$ cat src/rtl/sbuf_console.sv
`default_nettype none
// ============================================================================
// Module : sbuf_console
// Brief  : Terminal-style sequencer that owns the screen-buffer CPU port.
// Rev    : 1.0
// ============================================================================
module sbuf_console #(
  parameter int         COLS     = 80,
  parameter int         ROWS     = 25,
  parameter int         STRIDE   = 128,
  parameter logic [7:0] CLR_CHAR = 8'h20
) (
  input  logic        cpu_clk,
  input  logic        cpu_reset_,
  input  logic        char_valid,
  input  logic [7:0]  char_data,
  output logic        char_ready,
  output logic        busy,
  output logic [6:0]  cursor_x,
  output logic [4:0]  cursor_y,
  output logic        sbuf_wr,
  output logic        sbuf_rd,
  output logic [11:0] sbuf_addr,
  output logic [7:0]  sbuf_wdata,
  input  logic [7:0]  sbuf_rdata
);

  localparam int unsigned c_SHIFT  = $clog2(STRIDE);
  localparam logic [6:0]  c_X_LAST = 7'(COLS - 1);
  localparam logic [4:0]  c_Y_LAST = 5'(ROWS - 1);
  localparam logic [7:0]  c_BS     = 8'h08;
  localparam logic [7:0]  c_LF     = 8'h0A;
  localparam logic [7:0]  c_FF     = 8'h0C;
  localparam logic [7:0]  c_CR     = 8'h0D;

  typedef enum logic [2:0] {
    S_IDLE       = 3'd0,
    S_WRITE      = 3'd1,
    S_CLEAR      = 3'd2,
    S_SCROLL_RD  = 3'd3,
    S_SCROLL_WR  = 3'd4,
    S_SCROLL_CLR = 3'd5
  } state_t;

  state_t     r_state, w_state_nxt;
  logic [6:0] r_cx, w_cx_nxt;
  logic [4:0] r_cy, w_cy_nxt;
  logic [6:0] r_ox, w_ox_nxt;
  logic [4:0] r_oy, w_oy_nxt;
  logic [7:0] r_byte, w_byte_nxt;
  logic       w_accept;
  logic       w_lf;
  logic       w_op_last_x;

  function automatic logic [11:0] f_addr(input logic [4:0] y, input logic [6:0] x);
    return (12'(y) << c_SHIFT) + 12'(x);
  endfunction

  assign cursor_x = r_cx;
  assign cursor_y = r_cy;

  always_ff @(posedge cpu_clk or negedge cpu_reset_) begin
    if (!cpu_reset_) begin
      r_state <= S_IDLE;
      r_cx    <= '0;
      r_cy    <= '0;
      r_ox    <= '0;
      r_oy    <= '0;
      r_byte  <= '0;
    end else begin
      r_state <= w_state_nxt;
      r_cx    <= w_cx_nxt;
      r_cy    <= w_cy_nxt;
      r_ox    <= w_ox_nxt;
      r_oy    <= w_oy_nxt;
      r_byte  <= w_byte_nxt;
    end
  end

  always_comb begin
    w_state_nxt = r_state;
    w_cx_nxt    = r_cx;
    w_cy_nxt    = r_cy;
    w_ox_nxt    = r_ox;
    w_oy_nxt    = r_oy;
    w_byte_nxt  = r_byte;
    w_lf        = 1'b0;
    // Gating with the reset keeps the source from seeing ready while held in reset.
    char_ready  = (r_state == S_IDLE) && cpu_reset_;
    busy        = 1'b0;
    sbuf_wr     = 1'b0;
    sbuf_rd     = 1'b0;
    sbuf_addr   = '0;
    sbuf_wdata  = '0;
    w_accept    = char_valid && char_ready;
    w_op_last_x = (r_ox == c_X_LAST);

    case (r_state)
      S_IDLE: begin
        if (w_accept) begin
          case (char_data)
            c_BS: if (r_cx != 7'd0) w_cx_nxt = r_cx - 7'd1;
            c_CR: w_cx_nxt = '0;
            c_LF: w_lf = 1'b1;
            c_FF: begin
              w_state_nxt = S_CLEAR;
              w_cx_nxt    = '0;
              w_cy_nxt    = '0;
              w_ox_nxt    = '0;
              w_oy_nxt    = '0;
            end
            default: begin
              w_state_nxt = S_WRITE;
              w_byte_nxt  = char_data;
            end
          endcase
        end
      end

      S_WRITE: begin
        sbuf_wr     = 1'b1;
        sbuf_addr   = f_addr(r_cy, r_cx);
        sbuf_wdata  = r_byte;
        w_state_nxt = S_IDLE;
        if (r_cx == c_X_LAST) w_lf = 1'b1;
        else                  w_cx_nxt = r_cx + 7'd1;
      end

      S_CLEAR: begin
        busy       = 1'b1;
        sbuf_wr    = 1'b1;
        sbuf_addr  = f_addr(r_oy, r_ox);
        sbuf_wdata = CLR_CHAR;
        if (w_op_last_x) begin
          w_ox_nxt = '0;
          if (r_oy == c_Y_LAST) w_state_nxt = S_IDLE;
          else                  w_oy_nxt    = r_oy + 5'd1;
        end else begin
          w_ox_nxt = r_ox + 7'd1;
        end
      end

      S_SCROLL_RD: begin
        busy        = 1'b1;
        sbuf_rd     = 1'b1;
        sbuf_addr   = f_addr(r_oy, r_ox);
        w_state_nxt = S_SCROLL_WR;
      end

      // Read data returns one cycle late, so it is forwarded straight to the row above.
      S_SCROLL_WR: begin
        busy        = 1'b1;
        sbuf_wr     = 1'b1;
        sbuf_addr   = f_addr(r_oy - 5'd1, r_ox);
        sbuf_wdata  = sbuf_rdata;
        w_state_nxt = S_SCROLL_RD;
        if (w_op_last_x) begin
          w_ox_nxt = '0;
          if (r_oy == c_Y_LAST) w_state_nxt = S_SCROLL_CLR;
          else                  w_oy_nxt    = r_oy + 5'd1;
        end else begin
          w_ox_nxt = r_ox + 7'd1;
        end
      end

      S_SCROLL_CLR: begin
        busy       = 1'b1;
        sbuf_wr    = 1'b1;
        sbuf_addr  = f_addr(c_Y_LAST, r_ox);
        sbuf_wdata = CLR_CHAR;
        if (w_op_last_x) w_state_nxt = S_IDLE;
        else             w_ox_nxt    = r_ox + 7'd1;
      end

      default: w_state_nxt = S_IDLE;
    endcase

    // Line feed, either explicit or from wrapping past the last column.
    if (w_lf) begin
      w_cx_nxt = '0;
      if (r_cy < c_Y_LAST) begin
        w_cy_nxt = r_cy + 5'd1;
      end else begin
        w_state_nxt = (ROWS > 1) ? S_SCROLL_RD : S_SCROLL_CLR;
        w_ox_nxt    = '0;
        w_oy_nxt    = 5'd1;
      end
    end
  end

endmodule
`default_nettype wire

$ cat config.mk
export PLATFORM = sky130hd
export DESIGN_NAME = sbuf_console
export DESIGN_NICKNAME = d
export VERILOG_FILES = /design/src/rtl/sbuf_console.sv
export SDC_FILE = /design/constraint.sdc
export NUM_CORES = 1
export LEC_CHECK = 0
export BUFFER_PORTS_ARGS = -buffer_cell sky130_fd_sc_hd__buf_2
export CAP_MARGIN = 20
export CORE_MARGIN = 2
export CORE_UTILIZATION = 40
export DETAILED_ROUTE_END_ITERATION = 6
export PLACE_DENSITY = 0.7
export SKIP_LAST_GASP = 1
export SLEW_MARGIN = 25
export SYNTH_ARGS = -nofsm -noshare
export SYNTH_HDL_FRONTEND = slang
export SYNTH_SLANG_ARGS = --single-unit
$ cat constraint.sdc
create_clock -name cpu_clk -period 2.8 [get_ports cpu_clk]
set_clock_uncertainty 0.05 [all_clocks]
set_input_delay 0.28 -clock cpu_clk [delete_from_list [all_inputs] [get_ports cpu_clk]]
set_output_delay 0.28 -clock cpu_clk [all_outputs]
set_load 0.03 [all_outputs]
# After elaboration in Yosys (flattened, before gate mapping)
# Cells that the tools add are included.
# classes
addsub	10
order_cmp	1
n_eq_ne	16
n_mux	44
bitwise_logic	1
reduce_logical	15
# ops
op	count
7-bit 2-to-1 mux	10
5-bit 2-to-1 mux	11
12-bit one-hot mux with 4 select lines	1
12-bit by 7-bit adder with 12-bit output	3
8-bit by 4-bit equality test with 1-bit output, second input constant	4
7-bit one-hot mux with 2 select lines	2
3-bit 2-to-1 mux	8
8-bit one-hot mux with 3 select lines	1
7-bit one-hot mux with 3 select lines	1
3-bit one-hot mux with 5 select lines	1
7-bit by 1-bit adder with 7-bit output, second input constant	2
7-bit equality test, second input constant	2
11-bit by 8-bit adder with 12-bit output, first input constant	1
4-bit OR reduction	3
5-bit by 1-bit adder with 5-bit output, second input constant	2
5-bit one-hot mux with 2 select lines	1
2-bit OR reduction	4
7-bit nonzero test	1
7-bit by 1-bit subtractor with 7-bit output, second input constant	1
3-bit by 2-bit equality test with 1-bit output, second input constant	2
3-bit equality test, second input constant	2
1-bit 2-to-1 mux	6
3-bit != test, second input constant	2
3-bit one-hot mux with 2 select lines	1
other kinds (14)	15
# word_totals
reg_bits	35
in_bits	19
out_inout_bits	36
elab_cells	93

# Logic depth before layout (Yosys ltp)
# logic_depth
word_depth	7
ltp_mapped	9
ltp_nobuf	9

# Least setup slack after synthesis
# Ideal clock, no wire load.
# synth_timing
path_kind	reg2reg
from	register r_state[1]
to	register r_ox[2]
setup_time_ns	0.126
arrival_time_ns	2.224
required_ns	2.624
path_slack_ns	0.400
path_stages_with_launch	8
path_buffers	1
cell_sequence	dfrtp_1 -> nor4b_4 -> nand2_4 -> or3_1 -> clkbuf_1 -> a21o_1 -> a221oi_1 -> nor2_1
# synth_between
elab_chain_cells	7
elab_cells_between_ends	14
# synth_lines
element	line	text
from (decl)	45	state_t r_state, w_state_nxt;
from (signal assigned)	71	r_state <= w_state_nxt;
3-bit logical NOT *	89	char_ready = (r_state == S_IDLE) && cpu_reset_;
1-bit logical AND *	89	
net char_ready	17	output logic char_ready,
1-bit logical AND *	95	w_accept = char_valid && char_ready;
7-bit 2-to-1 mux	100	if (w_accept) begin
7-bit one-hot mux with 3 select lines	98	case (r_state)
7-bit 2-to-1 mux	181	if (r_cy < c_Y_LAST) begin
7-bit 2-to-1 mux *	179	if (w_lf) begin
net w_ox_nxt[2]	48	logic [6:0] r_ox, w_ox_nxt;
to (signal assigned)	74	r_ox <= w_ox_nxt;
to (decl)	48	
# The timed path passes the listed nets; every way through them passes the cells marked *.
# A chain may end at the register's enable or synchronous reset.

# Final worst setup path
# layout_timing
from	register r_ox[0]
to	register r_ox[0]
# layout_between
elab_chain_cells	5
elab_cells_between_ends	9
# layout_lines
element	line
7-bit by 1-bit adder with 7-bit output (tied with other cells)	139, 162, 172
7-bit 2-to-1 mux, on equally long branches	-
7-bit one-hot mux with 3 select lines *	98
7-bit 2-to-1 mux	181
7-bit 2-to-1 mux *	179
net w_ox_nxt[0]	48
# Marked as above.

==> results by stage <==
Detailed routing:
- The per-cell routed wire length is 16.1 um.
- Once detail routing completed, the nets flagged for antenna violations numbered 0.
- The first-iteration detailed-routing DRC count is about 240.
- For this run, design rule violations remaining after detail routing come to 0.
- The overall via count from detail_route is 2742.
- The detailed-route wire length is around 7.5 mm.
- Using the TritonRoute via totals, the vias-per-cell ratio works out to a little under 6.
- The first-pass iteration count of the detailed router is 5.

Synthesis:
- The count of yosys warnings during synthesis is 0.
- After synthesis, the cell types taking the most area are dfrtp_1 (33%), nand2_1 (6.1%), a21oi_1 (5.7%), ha_1 (4.3%), o21ai_0 (4.2%).
- Summed over all instances, the cell type with the most area after synthesis is dfrtp_1.
- The number of synthesized register bits is 35.
- Counting flops with a built-in enable in the synthesized netlist gives 0.
- After synthesis, the netlist uses 56 different library cells.
- The share of synthesized area in the top cell type comes to roughly 33%.
- For this run, asynchronously set or reset flops after synthesis account for between 90% and 100%.
- The synthesized netlist occupies a cell area of about 2600 um2.
- The dominant synthesized flop cell is dfrtp_1.
- The sequential-to-total area share from yosys stat is between 30% and 40%.
- The net count of the mapped netlist is 358.
- The number of instances in the synthesized netlist is 330.
- The average instance in the mapped netlist occupies ~8 um2.

Clocking:
- The number of buffers inserted for hold repair after clock tree synthesis is 0.
- The number of gates resized after CTS was 0.
- The number of levels the H-tree was split into is 2.
- The clock insertion delay at the later pin of the skew report is 0.30 ns.
- The tree built by TritonCTS fans out to 35 sinks.
- The TritonCTS buffer count is 5.
- Clock-pin slew was measured on the worst setup and hold paths at roughly 0.080 ns.
- The maximum buffer depth of the clock tree is 2.
- Buffers added to address setup during post-CTS repair amount to 0.
- In this run the clock root is driven by a clkbuf_8.
- The CTS tree is yes.

Timing:
- The setup TNS is 0 ns.
- The relative max-transition margin is 51.5%.
- The post-route clock period utilization is 89.8%.
- The total of endpoints with negative setup slack in the final report is 0.
- Static timing analysis puts the maximum clock frequency at 398 MHz.
- The minimum hold slack is between 0.01 and 0.015 ns.
- The count of final hold-check violations is 0.
- Setup repair after global routing left no endpoint under its margin.
- The count of pins over their slew limit came to 0.
- At the pin with the least slew margin, the transition time is 0.727 ns.
- The shortest clock period the worst path allows after layout is ~2.5 ns.

Worst setup path:
- Counting cells, the worst reg-to-reg path comes to 8.
- The worst setup path is of the register to register kind.
- Counting both buffers and inverters, the worst setup path holds a total of 1.
- The maximum fanout along the worst path is 6.
- The critical path's most frequent cell is ha_1.
- The largest single stage delay on the critical path is just over 0.5 ns.
- The critical path goes through ha_1 -> nand3_1 -> nor4b_1 -> inv_1 -> ha_1 -> a22o_1 -> a221oi_1 -> nor2_1.
- The category of the worst setup path capture point is a register.
- The arrival time of data at the critical path endpoint is approximately 2.7 ns.
- The category of cells accounting for the largest share of critical-path delay is simple AND/OR/NAND/NOR gates.
- The cell with the largest stage delay on the worst path is nor4b_1.
- The worst endpoint required time is between 2 and 3 ns.
- The launching element type of the critical path is a register.
- The critical path runs through a total of 8 cells.

Floorplanning:
- The boundary pin count is 55.
- In this run the vertical extent of the chip is between 80 and 90 um.
- The die area is about 7300 um2.
- The number of cell rows is 29.
- Once the floorplan was initialized, standard cells occupied between 40% and 50% of the core.
- The core area is approximately 6400 um2.
- In this run the horizontal extent of the chip is about 85 um.

Finish:
- In the final layout, the share of cells above drive strength 1 is 23.1%.
- 0 antenna diodes ended up in the layout.
- The signed area change from the synthesized netlist to the final layout is 18.4%.
- The count of cells in the finished layout, fillers not included, comes to 462.
- For this run, the post-layout net count is 412.
- The final cell utilization of the core is just under 50%.

Power and ir drop:
- The cell leakage power is ~0.0015 uW.
- IR analysis of the VDD net gives a maximum drop of between 0.2 and 0.25 mV.
- The overall power after layout is between 1000 and 1500 uW.
- The areal power density over the cells is 338 nW/um2.

Worst hold path:
- The tightest min-delay check is of the primary input to async pin type.

Place:
- The count of buffers inserted at the top-level ports is 54.
- The placed wire-length estimate is approximately 5.3 mm.
- The weighted congestion reported at the end of routability-driven placement is between 0.8 and 0.9.
- Including well taps, the total number of placed cells is between 400 and 500.

Outcome:
- The run finished with clean final reports.

Global route:
- The global-route wire length before repair is around 12 mm.
- The number of global-route vias before repair was about 2600.
- For this run the aggregate overflow at the end of global routing stands at 0.
- The combined global-route utilization of all metal layers is roughly a fifth.
- The number of antenna violations at the first check in global routing is 0.
- The pin count of the biggest net entering global routing is 36.

Flow run:
- Across the run, the number of max-cap violations was 0.
-- logic make-up (layout without fill, tap and decap cells) --
kind of cell	Yosys count	count (layout)	share of synthesized area (%)
AOI/OAI and AO/OA	106	106	26.4
buffers and inverters	27	82	4.12
and+or+nand+nor	145	145	29.2
DFF	35	35	33.1
xor gates and xnor gates	4	4	1.33
muxes	4	4	1.56
adders and majority gates	9	9	4.26
-- metrics by stage --
step                      area [um2]  worst slack [ns]
final                           3130             0.286
after detailed placement        3020             0.195
after global routing            3130            0.0525
after CTS                       3130             0.307
after floorplan                 2640             0.400
after global placement          3020             0.237
-- worst register-to-register path, stage by stage, from the launching register on --
cell      delay, ns
dfrtp_1        0.46
ha_1           0.29
nand3_1        0.13
nor4b_1        0.51
inv_1          0.23
ha_1           0.25
a22o_1         0.20
a221oi_1       0.24
nor2_1         0.06
-- path summary, 6_finish.rpt --
path                              to         start  slack [ns]
setup reg to reg             r_ox[0]       r_ox[0]        0.29
hold / removal               r_oy[3]    cpu_reset_        0.01
min in group cpu_clk       r_byte[4]  char_data[4]        0.16
setup / recovery             r_ox[0]       r_ox[0]        0.29
max in group asynchronous    r_ox[1]    cpu_reset_        2.35
hold reg to reg            r_byte[0]     r_byte[0]        0.43
-- metal layers --
layer | track usage, % | wire length (um) | vias to the layer above
met4 | 3.90 | 48 | 0
met5 | 0 | 0 | -
met2 | 33.1 | 3410 | 111
li1 | - | - | 1313
met3 | 3.79 | 523 | 9
met1 | 30.1 | 3470 | 1309
-- layout by cell type (no fill, tap or decap), types with 3 or more instances in the layout --
cell,synthesis,routed
dfrtp_1,35,35
nand2_1,43,43
nand3_1,11,11
a22oi_1,11,11
a21oi_1,30,30
o21a_1,6,6
or3_1,7,7
nor3_1,13,13
o22ai_1,3,3
mux2i_1,3,3
a21o_1,4,4
nor2b_1,10,10
nand4_1,7,7
buf_2,0,54
a22o_1,5,5
clkbuf_8,0,5
ha_1,9,9
nand2b_1,3,3
inv_1,9,9
a31o_2,3,3
nor2_1,28,28
and2_1,4,4
a211oi_1,3,3
buf_4,0,11
a31oi_1,3,3
o21ai_0,22,22
-- Yosys cell counts, types with 3 or more instances --
master / count
nor3_1: 13
buf_1: 4
a21o_1: 4
o21a_1: 6
mux2i_1: 3
clkbuf_1: 13
nand2b_1: 3
a31o_2: 3
o22ai_1: 3
nand2_1: 43
and2_1: 4
a21oi_1: 30
o21ai_0: 22
nor2_1: 28
dfrtp_1: 35
inv_1: 9
nand3_1: 11
nor2b_1: 10
or3_1: 7
a31oi_1: 3
a22oi_1: 11
ha_1: 9
a22o_1: 5
a211oi_1: 3
nand4_1: 7
-- power breakdown --
part / switching [uW] / total [uW] / internal (uW)
combinational: 42.4 / 66.6 / 24.2
clock: 212 / 477 / 265
sequential: 2.72 / 512 / 510
total: 257 / 1060 / 799
-- flip-flops by register name, indices dropped and copies added (netlist names) --
name / flops
r_oy: 5
r_ox: 7
cursor_y: 5
cursor_x: 7
r_byte: 8
r_state: 3
-- final cells by class --
class | count | area [um2]
sequential | 35 | 876
clock buffer | 5 | 68.8
multi-input combinational | 268 | 1660
fill | 608 | 3260
timing repair buffer | 65 | 353
inverter | 9 | 33.8
clock inverter | 3 | 43.8
tap | 77 | 96.3
Note: power is estimated with default switching activity, not from simulation.
